### config.mk
export PLATFORM = sky130hd
export DESIGN_NAME = tug_referee
export DESIGN_NICKNAME = d
export VERILOG_FILES = /design/src/rtl/tug_referee.sv
export SDC_FILE = /design/constraint.sdc
export NUM_CORES = 1
export LEC_CHECK = 0
export CELL_PAD_IN_SITES_DETAIL_PLACEMENT = 0
export CELL_PAD_IN_SITES_GLOBAL_PLACEMENT = 2
export CORE_UTILIZATION = 32
export CTS_CLUSTER_DIAMETER = 120
export DETAILED_ROUTE_END_ITERATION = 6
export GPL_TIMING_DRIVEN = 0
export PLACE_DENSITY_LB_ADDON = 0.25
export REMOVE_ABC_BUFFERS = 1
export SKIP_LAST_GASP = 1
export SYNTH_ARGS = -nofsm -noshare
export SYNTH_HDL_FRONTEND = slang
export SYNTH_SLANG_ARGS = --single-unit
### constraint.sdc
create_clock -name clk -period 2.67 [get_ports clk]
set_input_delay 0.6675 -clock clk [delete_from_list [all_inputs] [get_ports clk]]
set_output_delay 0.6675 -clock clk [all_outputs]
set_load 0.02 [all_outputs]
### src/rtl/tug_referee.sv
`default_nettype none
// ============================================================================
// Module      : tug_referee
// Description : Game-sequencing controller for the 7-LED tug-of-war board.
//               Arbitrates left/right push pulses into at most one rope move
//               per slow tick, detects the win, holds a cheer phase for a
//               fixed number of ticks, then re-serves the rope at centre
//               behind a short push lockout.
// Revision    : 1.0 - initial release
// ============================================================================
module tug_referee #(
    parameter int CHEER_TICKS = 13,
    parameter int SERVE_TICKS = 2
) (
    input  logic       clk,
    input  logic       rst,
    input  logic       slowen,
    input  logic       pl,
    input  logic       pr,
    output logic [6:0] score,
    output logic       wingame,
    output logic       right_win,
    output logic       ready,
    output logic [7:0] moves
);

    typedef enum logic [1:0] {
        S_SERVE = 2'd0,
        S_PLAY  = 2'd1,
        S_CHEER = 2'd2
    } state_t;

    // Terminal counts: the tick that reaches N is the (N-1) -> N increment.
    localparam logic [3:0] c_SERVE_LAST = 4'(SERVE_TICKS - 1);
    localparam logic [3:0] c_CHEER_LAST = 4'(CHEER_TICKS - 1);
    localparam logic [2:0] c_POS_CENTRE = 3'd3;
    localparam logic [2:0] c_POS_LEFT   = 3'd6;
    localparam logic [2:0] c_POS_RIGHT  = 3'd0;

    state_t     r_state;
    logic [2:0] r_pos;
    logic       r_pend_l;
    logic       r_pend_r;
    logic [3:0] r_cnt;

    logic       w_move_l;
    logic       w_move_r;
    logic [2:0] w_new_pos;

    // Resolve the pending pushes into the candidate rope position for this tick.
    always_comb begin
        w_move_l  = r_pend_l & ~r_pend_r;
        w_move_r  = r_pend_r & ~r_pend_l;
        w_new_pos = r_pos;
        if (w_move_l) begin
            w_new_pos = r_pos + 3'd1;
        end else if (w_move_r) begin
            w_new_pos = r_pos - 3'd1;
        end
    end

    // Game FSM with all outputs registered alongside the state.
    always_ff @(posedge clk) begin
        if (!rst) begin
            r_state   <= S_SERVE;
            r_pos     <= c_POS_CENTRE;
            score     <= 7'b0001000;
            r_pend_l  <= 1'b0;
            r_pend_r  <= 1'b0;
            r_cnt     <= 4'd0;
            wingame   <= 1'b0;
            right_win <= 1'b0;
            ready     <= 1'b0;
            moves     <= 8'd0;
        end else begin
            case (r_state)
                S_SERVE: begin
                    r_pend_l <= 1'b0;
                    r_pend_r <= 1'b0;
                    if (slowen) begin
                        if (r_cnt == c_SERVE_LAST) begin
                            r_state <= S_PLAY;
                            r_cnt   <= 4'd0;
                            ready   <= 1'b1;
                        end else begin
                            r_cnt <= r_cnt + 4'd1;
                        end
                    end
                end

                S_PLAY: begin
                    if (slowen) begin
                        r_pos <= w_new_pos;
                        score <= 7'b0000001 << w_new_pos;
                        if ((w_move_l || w_move_r) && (moves != 8'hFF)) begin
                            moves <= moves + 8'd1;
                        end
                        if (w_new_pos == c_POS_LEFT || w_new_pos == c_POS_RIGHT) begin
                            // Pushes landing on the winning edge are dropped.
                            r_state   <= S_CHEER;
                            r_cnt     <= 4'd0;
                            r_pend_l  <= 1'b0;
                            r_pend_r  <= 1'b0;
                            wingame   <= 1'b1;
                            right_win <= (w_new_pos == c_POS_RIGHT);
                            ready     <= 1'b0;
                        end else begin
                            // Same-cycle pushes start the next tick period fresh.
                            r_pend_l <= pl;
                            r_pend_r <= pr;
                        end
                    end else begin
                        r_pend_l <= r_pend_l | pl;
                        r_pend_r <= r_pend_r | pr;
                    end
                end

                S_CHEER: begin
                    r_pend_l <= 1'b0;
                    r_pend_r <= 1'b0;
                    if (slowen) begin
                        if (r_cnt == c_CHEER_LAST) begin
                            r_state   <= S_SERVE;
                            r_pos     <= c_POS_CENTRE;
                            score     <= 7'b0001000;
                            r_cnt     <= 4'd0;
                            moves     <= 8'd0;
                            wingame   <= 1'b0;
                            right_win <= 1'b0;
                        end else begin
                            r_cnt <= r_cnt + 4'd1;
                        end
                    end
                end

                default: begin
                    r_state   <= S_SERVE;
                    r_pos     <= c_POS_CENTRE;
                    score     <= 7'b0001000;
                    r_pend_l  <= 1'b0;
                    r_pend_r  <= 1'b0;
                    r_cnt     <= 4'd0;
                    wingame   <= 1'b0;
                    right_win <= 1'b0;
                    ready     <= 1'b0;
                    moves     <= 8'd0;
                end
            endcase
        end
    end

endmodule
`default_nettype wire

* After elaboration in Yosys (flattened, before gate mapping)
Cells that the tools add are included.
W data, S select, Z words.
** Storage, ports and cells
- Bits in registers :: 29
- Latch bits :: 0
- Memory bits (writable) :: 0
- Bits in read-only memories :: 0
- Input bits :: 5
- Output and inout port bits :: 18
- Logic and storage cells :: 94
- Memories kept :: 0
** Operators by class
- Add/sub/neg operators :: 4
- Multiply operators :: 0
- Divide/modulo/power cells :: 0
- $lt $le $gt $ge :: 0
- Eq/ne operators :: 13
- Shifts and indexed selects :: 1
- Multiplexer cells :: 46
- Bitwise gates (word level) :: 8
- Reductions and logical operators :: 12
** Operators with widths (count)
- $mux W8 :: 4
- $mux W4 :: 6
- $pmux W8 S3 :: 1
- $mux W7 :: 3
- $pmux W7 S3 :: 1
- $mux W3 :: 5
- $reduce_and A5 Y1 :: 3
- $mux W1 :: 14
- $ne A2 B2 Y1 const B :: 7
- $mux W2 :: 6
- $pmux W4 S3 :: 1
- $pmux W1 S3 :: 3
- $pmux W3 S3 :: 1
- $add A8 B1 Y8 const B :: 1
- $ne A8 B8 Y1 const B :: 1
- $reduce_and A4 Y1 :: 2
- $shl A1 B3 Y7 const A :: 1
- $pmux W2 S3 :: 1
- $reduce_and A6 Y1 :: 1
- $add A4 B1 Y4 const B :: 1
- $eq A4 B1 Y1 const B :: 1
- $eq A4 B4 Y1 const B :: 1
- $not A1 Y1 :: 4
- $add A3 B1 Y3 const B :: 1
- 11 further kinds :: 14

* Logic depth before layout (Yosys ltp)
- Depth after elaboration :: 9
- Gate-level depth with buffers :: 7

* Worst setup path after synthesis
Ideal clock, no wire load.
- Kind :: register -> register
- From :: register r_pend_r
- To :: register wingame
- Data arrival time :: 1.825 ns
- Required time :: 2.598 ns
- Setup slack :: 0.773 ns
- Stages on the path, launching flop included :: 8
- Cells stage by stage :: dfxtp_1 > inv_1 > ha_1 > nand3b_1 > a211o_4 > xnor2_4 > or3_1 > a21oi_1
** Between the ends
- Longest elaborated chain between the ends :: 7
- Elaborated cells between the ends (all ways) :: 10
** RTL lines
- start: declaration :: line 43 : logic r_pend_r;
- start signal: assignment :: line 110 : r_pend_r <= pr;
- start signal: assignment :: line 114 : r_pend_r <= r_pend_r | pr;
- $and A1 B1 Y1 / $not A1 Y1 (equally long branches) :: line 53, 52
- $mux W3 / $and A1 B1 Y1 (equally long branches) :: line 57, 52
- $mux W3 (*) :: line 55 : if (w_move_l) begin
- $eq A3 B3 Y1 / $logic_not A3 Y1 (equally long branches) :: line 98 : if (w_new_pos == c_POS_LEFT || w_new_pos == c_POS_RIGHT) begin
- $logic_or A1 B1 Y1 (*) :: line 98
- $ne A2 B2 Y1 (no line) (*)
- $reduce_and A5 Y1 (no line) (*)
- end signal: assignment :: line 104 : wingame <= 1'b1;
- end signal: assignment :: line 128 : wingame <= 1'b0;
- end signal: assignment :: line 143 : wingame <= 1'b0;
- end: declaration :: line 21 : output logic wingame,
Mark *: on every way between the ends. The rest lies on a longest branch, timed or not.
A chain may end at the register's enable or synchronous reset.

* Final worst setup path
- From :: input port slowen
- To :: register r_pos[1]
** Between the ends
- Longest elaborated chain between the ends :: 2
- Elaborated cells between the ends (all ways) :: 3
** RTL lines
- start: declaration :: line 17 : input logic slowen,
- $ne A2 B2 Y1 (no line)
- $reduce_and A4 Y1 (no line) (*)
- end signal: assignment :: line 66 : r_pos <= c_POS_CENTRE;
- end signal: assignment :: line 93 : r_pos <= w_new_pos;
- end signal: assignment :: line 124 : r_pos <= c_POS_CENTRE;
- end: declaration :: line 41 : logic [2:0] r_pos;
Marks and branches as above.

==> flow_summary.json <==
{
  "worstPathMaxFanout": 10,
  "clock_latency_ns": 0.27,
  "setup.worst_path.start_class": "input pin",
  "die_w_um": 71.10,
  "p_per_area_nw_per_um2": 482.3,
  "yosysSeqAreaShare_pct": 38.00,
  "synth-xor-area-share_pct": 5.815,
  "nFillCells": 450,
  "critPathKind": "in -> reg",
  "cts_setup_buffers": 0,
  "cpPeakStageDelay_ns": 0.54,
  "tightest_slew_ns": 0.7360,
  "fin_skew_ns": 0.004182,
  "grt_max_degree": 13,
  "power_uw": 905.8,
  "fp-row-count": 24,
  "synthMuxAreaShare_pct": 1.310,
  "ys.flop_type": "dfxtp_1",
  "path_delay_family": "compound AO/OA/AOI/OAI gates",
  "start_util_pct": 34.14,
  "synth_fa_ha_area_share_pct": 8.190,
  "cts_resized": 0,
  "area_delta_synth_final_pct": 22.93,
  "max_cap_violations": 0,
  "diodes": 0,
  "cts-htree-levels": 2,
  "place.gp.congestion": 0.7512,
  "async_flop_share_pct": 0,
  "grt_first_pass_wirelength_mm": 6.003,
  "max_slew_margin_pct": 50.58,
  "drc_errors": 0,
  "root_buffer": "clkbuf_8",
  "synth_cell_types": 48,
  "mostFrequentLayoutCells": "dfxtp_1, clkdlybuf4s50_1, nor2_1",
  "cp_data_required_time_ns": 2.80,
  "yosys.area_share.simple_pct": 19.00,
  "hold_path_class": "reg -> reg",
  "p_leak_nw": 0.7088,
  "critPathArrivalTime_ns": 2.41,
  "rsz0062_at_grt": "no",
  "outcome": "completed",
  "io_buffers": 22,
  "fin_crit_sh_pct": 85.54,
  "synth_compound_area_share_pct": 24.00,
  "antenna_left": 0,
  "nets": 208,
  "dp_hpwl_mm": 2.649,
  "worst_path_max_delay_cell": "nor2_1",
  "first_pass_iters": 6,
  "finalSetupViolCount": 0,
  "timing.hold.ws_ns": 0.4480,
  "finalMaxSlewViolations": 0,
  "die-height_um": 71.10,
  "cp-end-kind": "register",
  "via_per_inst": 5.366,
  "ys_seq_elements": 29,
  "hold_violations": 0,
  "synth_top_family_by_area": "compound AO/OA/AOI/OAI gates",
  "period_needed_ns": 2.284,
  "drive_gt1_share_pct": 8.247,
  "cts_sinks": 29,
  "fmax_ghz": 0.4378,
  "cts_tree": "built",
  "io-pin-count": 23,
  "globalRoute.totalOverflow": 0,
  "wirelength_mm": 3.543,
  "clockBufferDepth": 2,
  "dieArea_um2": 5055,
  "grt_pass1_vias": 1250,
  "synthesis.area_um2": 1528,
  "cp_cell_sequence": "clkdlybuf4s50_1 -> o21ai_0 -> o21ai_2 -> nor2_1 -> a21boi_0",
  "wl_per_cell_um": 14.40,
  "yosysWarningCount": 0,
  "peakVddDrop_mv": 0.3025,
  "worst-path-buf-inv": 1,
  "clk_pin_slew_worst_paths_ns": 0.06,
  "vias": 1320,
  "synth-edff-count": 0,
  "drt-initial-drc-count": 48,
  "cts_buffers": 5,
  "syn_area_per_cell_um2": 9.148,
  "postCtsHoldBufs": 0,
  "grtUsageTotal_pct": 15.22,
  "coreArea_um2": 4474,
  "antenna_found_initial": 0,
  "layout_commonest_cell": "dfxtp_1",
  "synthCells": 167,
  "setup-tns-final_ns": 0
}
path summary, 6_finish.rpt:
check	cells past startpoint	slack, ns	startpoint	to
hold reg to reg	2	0.45	score[3]$_SDFFE_PN1P_	score[3]$_SDFFE_PN1P_
setup / recovery	5	0.39	slowen	r_pos[1]$_SDFFE_PN1P_
hold / removal	2	0.45	score[3]$_SDFFE_PN1P_	score[3]$_SDFFE_PN1P_
setup reg to reg	7	0.52	r_pend_r$_SDFF_PN0_	wingame$_SDFFE_PN0P_
stage by stage:
stage / cells / util (%) / setup WS (ns) / instance area, um2
floorplan: 164 / - / 0.7738 / 1513
global placement: 238 / 40.18 / 0.1568 / 1798
detailed placement: 238 / 40.18 / 0.07090 / 1798
CTS: 246 / 41.97 / 0.3698 / 1878
global route: 246 / 41.97 / 0.1934 / 1878
finish: 246 / 41.97 / 0.3861 / 1878
flip-flops by register name, indices dropped and copies added (netlist names):
name	count
moves	8
score	7
r_cnt	4
r_pos	3
r_state	2
r_pend_l	1
r_pend_r	1
ready	1
right_win	1
wingame	1
worst register-to-register path, stage by stage, from the launching register on:
cell	delay, ns
dfxtp_1	0.37
inv_1	0.08
ha_1	0.27
nand3b_1	0.24
a211o_4	0.40
xnor2_4	0.20
or3_1	0.36
a21oi_1	0.16
cells in the mapped netlist, drive strengths merged, types with 2 or more instances:
master	count	area share [%]
a21oi	8	2.6
a31oi	3	1.2
xor2	6	3.4
nand2	11	2.7
nand4	2	0.82
dfxtp	29	38
a22o	3	1.8
and3	4	1.7
or3	2	0.82
o21ai	15	5.4
and2	2	0.82
clkbuf	2	0.49
xnor2	2	2.4
nand3b	2	0.98
o31ai	3	2.4
nand3	4	1.3
and4	2	1.1
o211ai	5	2.5
mux2i	2	1.3
ha	10	8.2
nor2	16	3.9
inv	11	2.7
o2111ai	4	2.3
cells by family (layout without fill, tap and decap cells):
kind of cell / Yosys count / count (layout)
AND/OR/NAND/NOR: 54 / 54
AO/OA/AOI/OAI: 50 / 50
flip-flops: 29 / 29
buffers and inverters: 14 / 41
adder cells (fa/ha/maj): 10 / 10
XOR/XNOR: 8 / 8
multiplexers: 2 / 2
layout make-up:
type	instances	area (um2)	share of cell area [%]
Multi-Input combinational cell	124	890.9	47.44
Clock buffer	8	80.08	4.264
Tap cell	52	65.06	3.464
Timing Repair Buffer	22	220.2	11.73
Sequential cell	29	580.6	30.91
Inverter	11	41.29	2.199
report_power, final:
| group | switching (mW) | internal [mW] |
|---|---|---|
| sequential | 0.0115 | 0.443 |
| combinational | 0.0670 | 0.0429 |
| clock | 0.156 | 0.185 |
layer usage:
layer	share of wire, %	global-route usage (%)
met2	46	24.79
met4	1.2	4.667
met3	2.5	3.846
met5	0	0
met1	50	19.88
(Power assumes the default switching activity.)
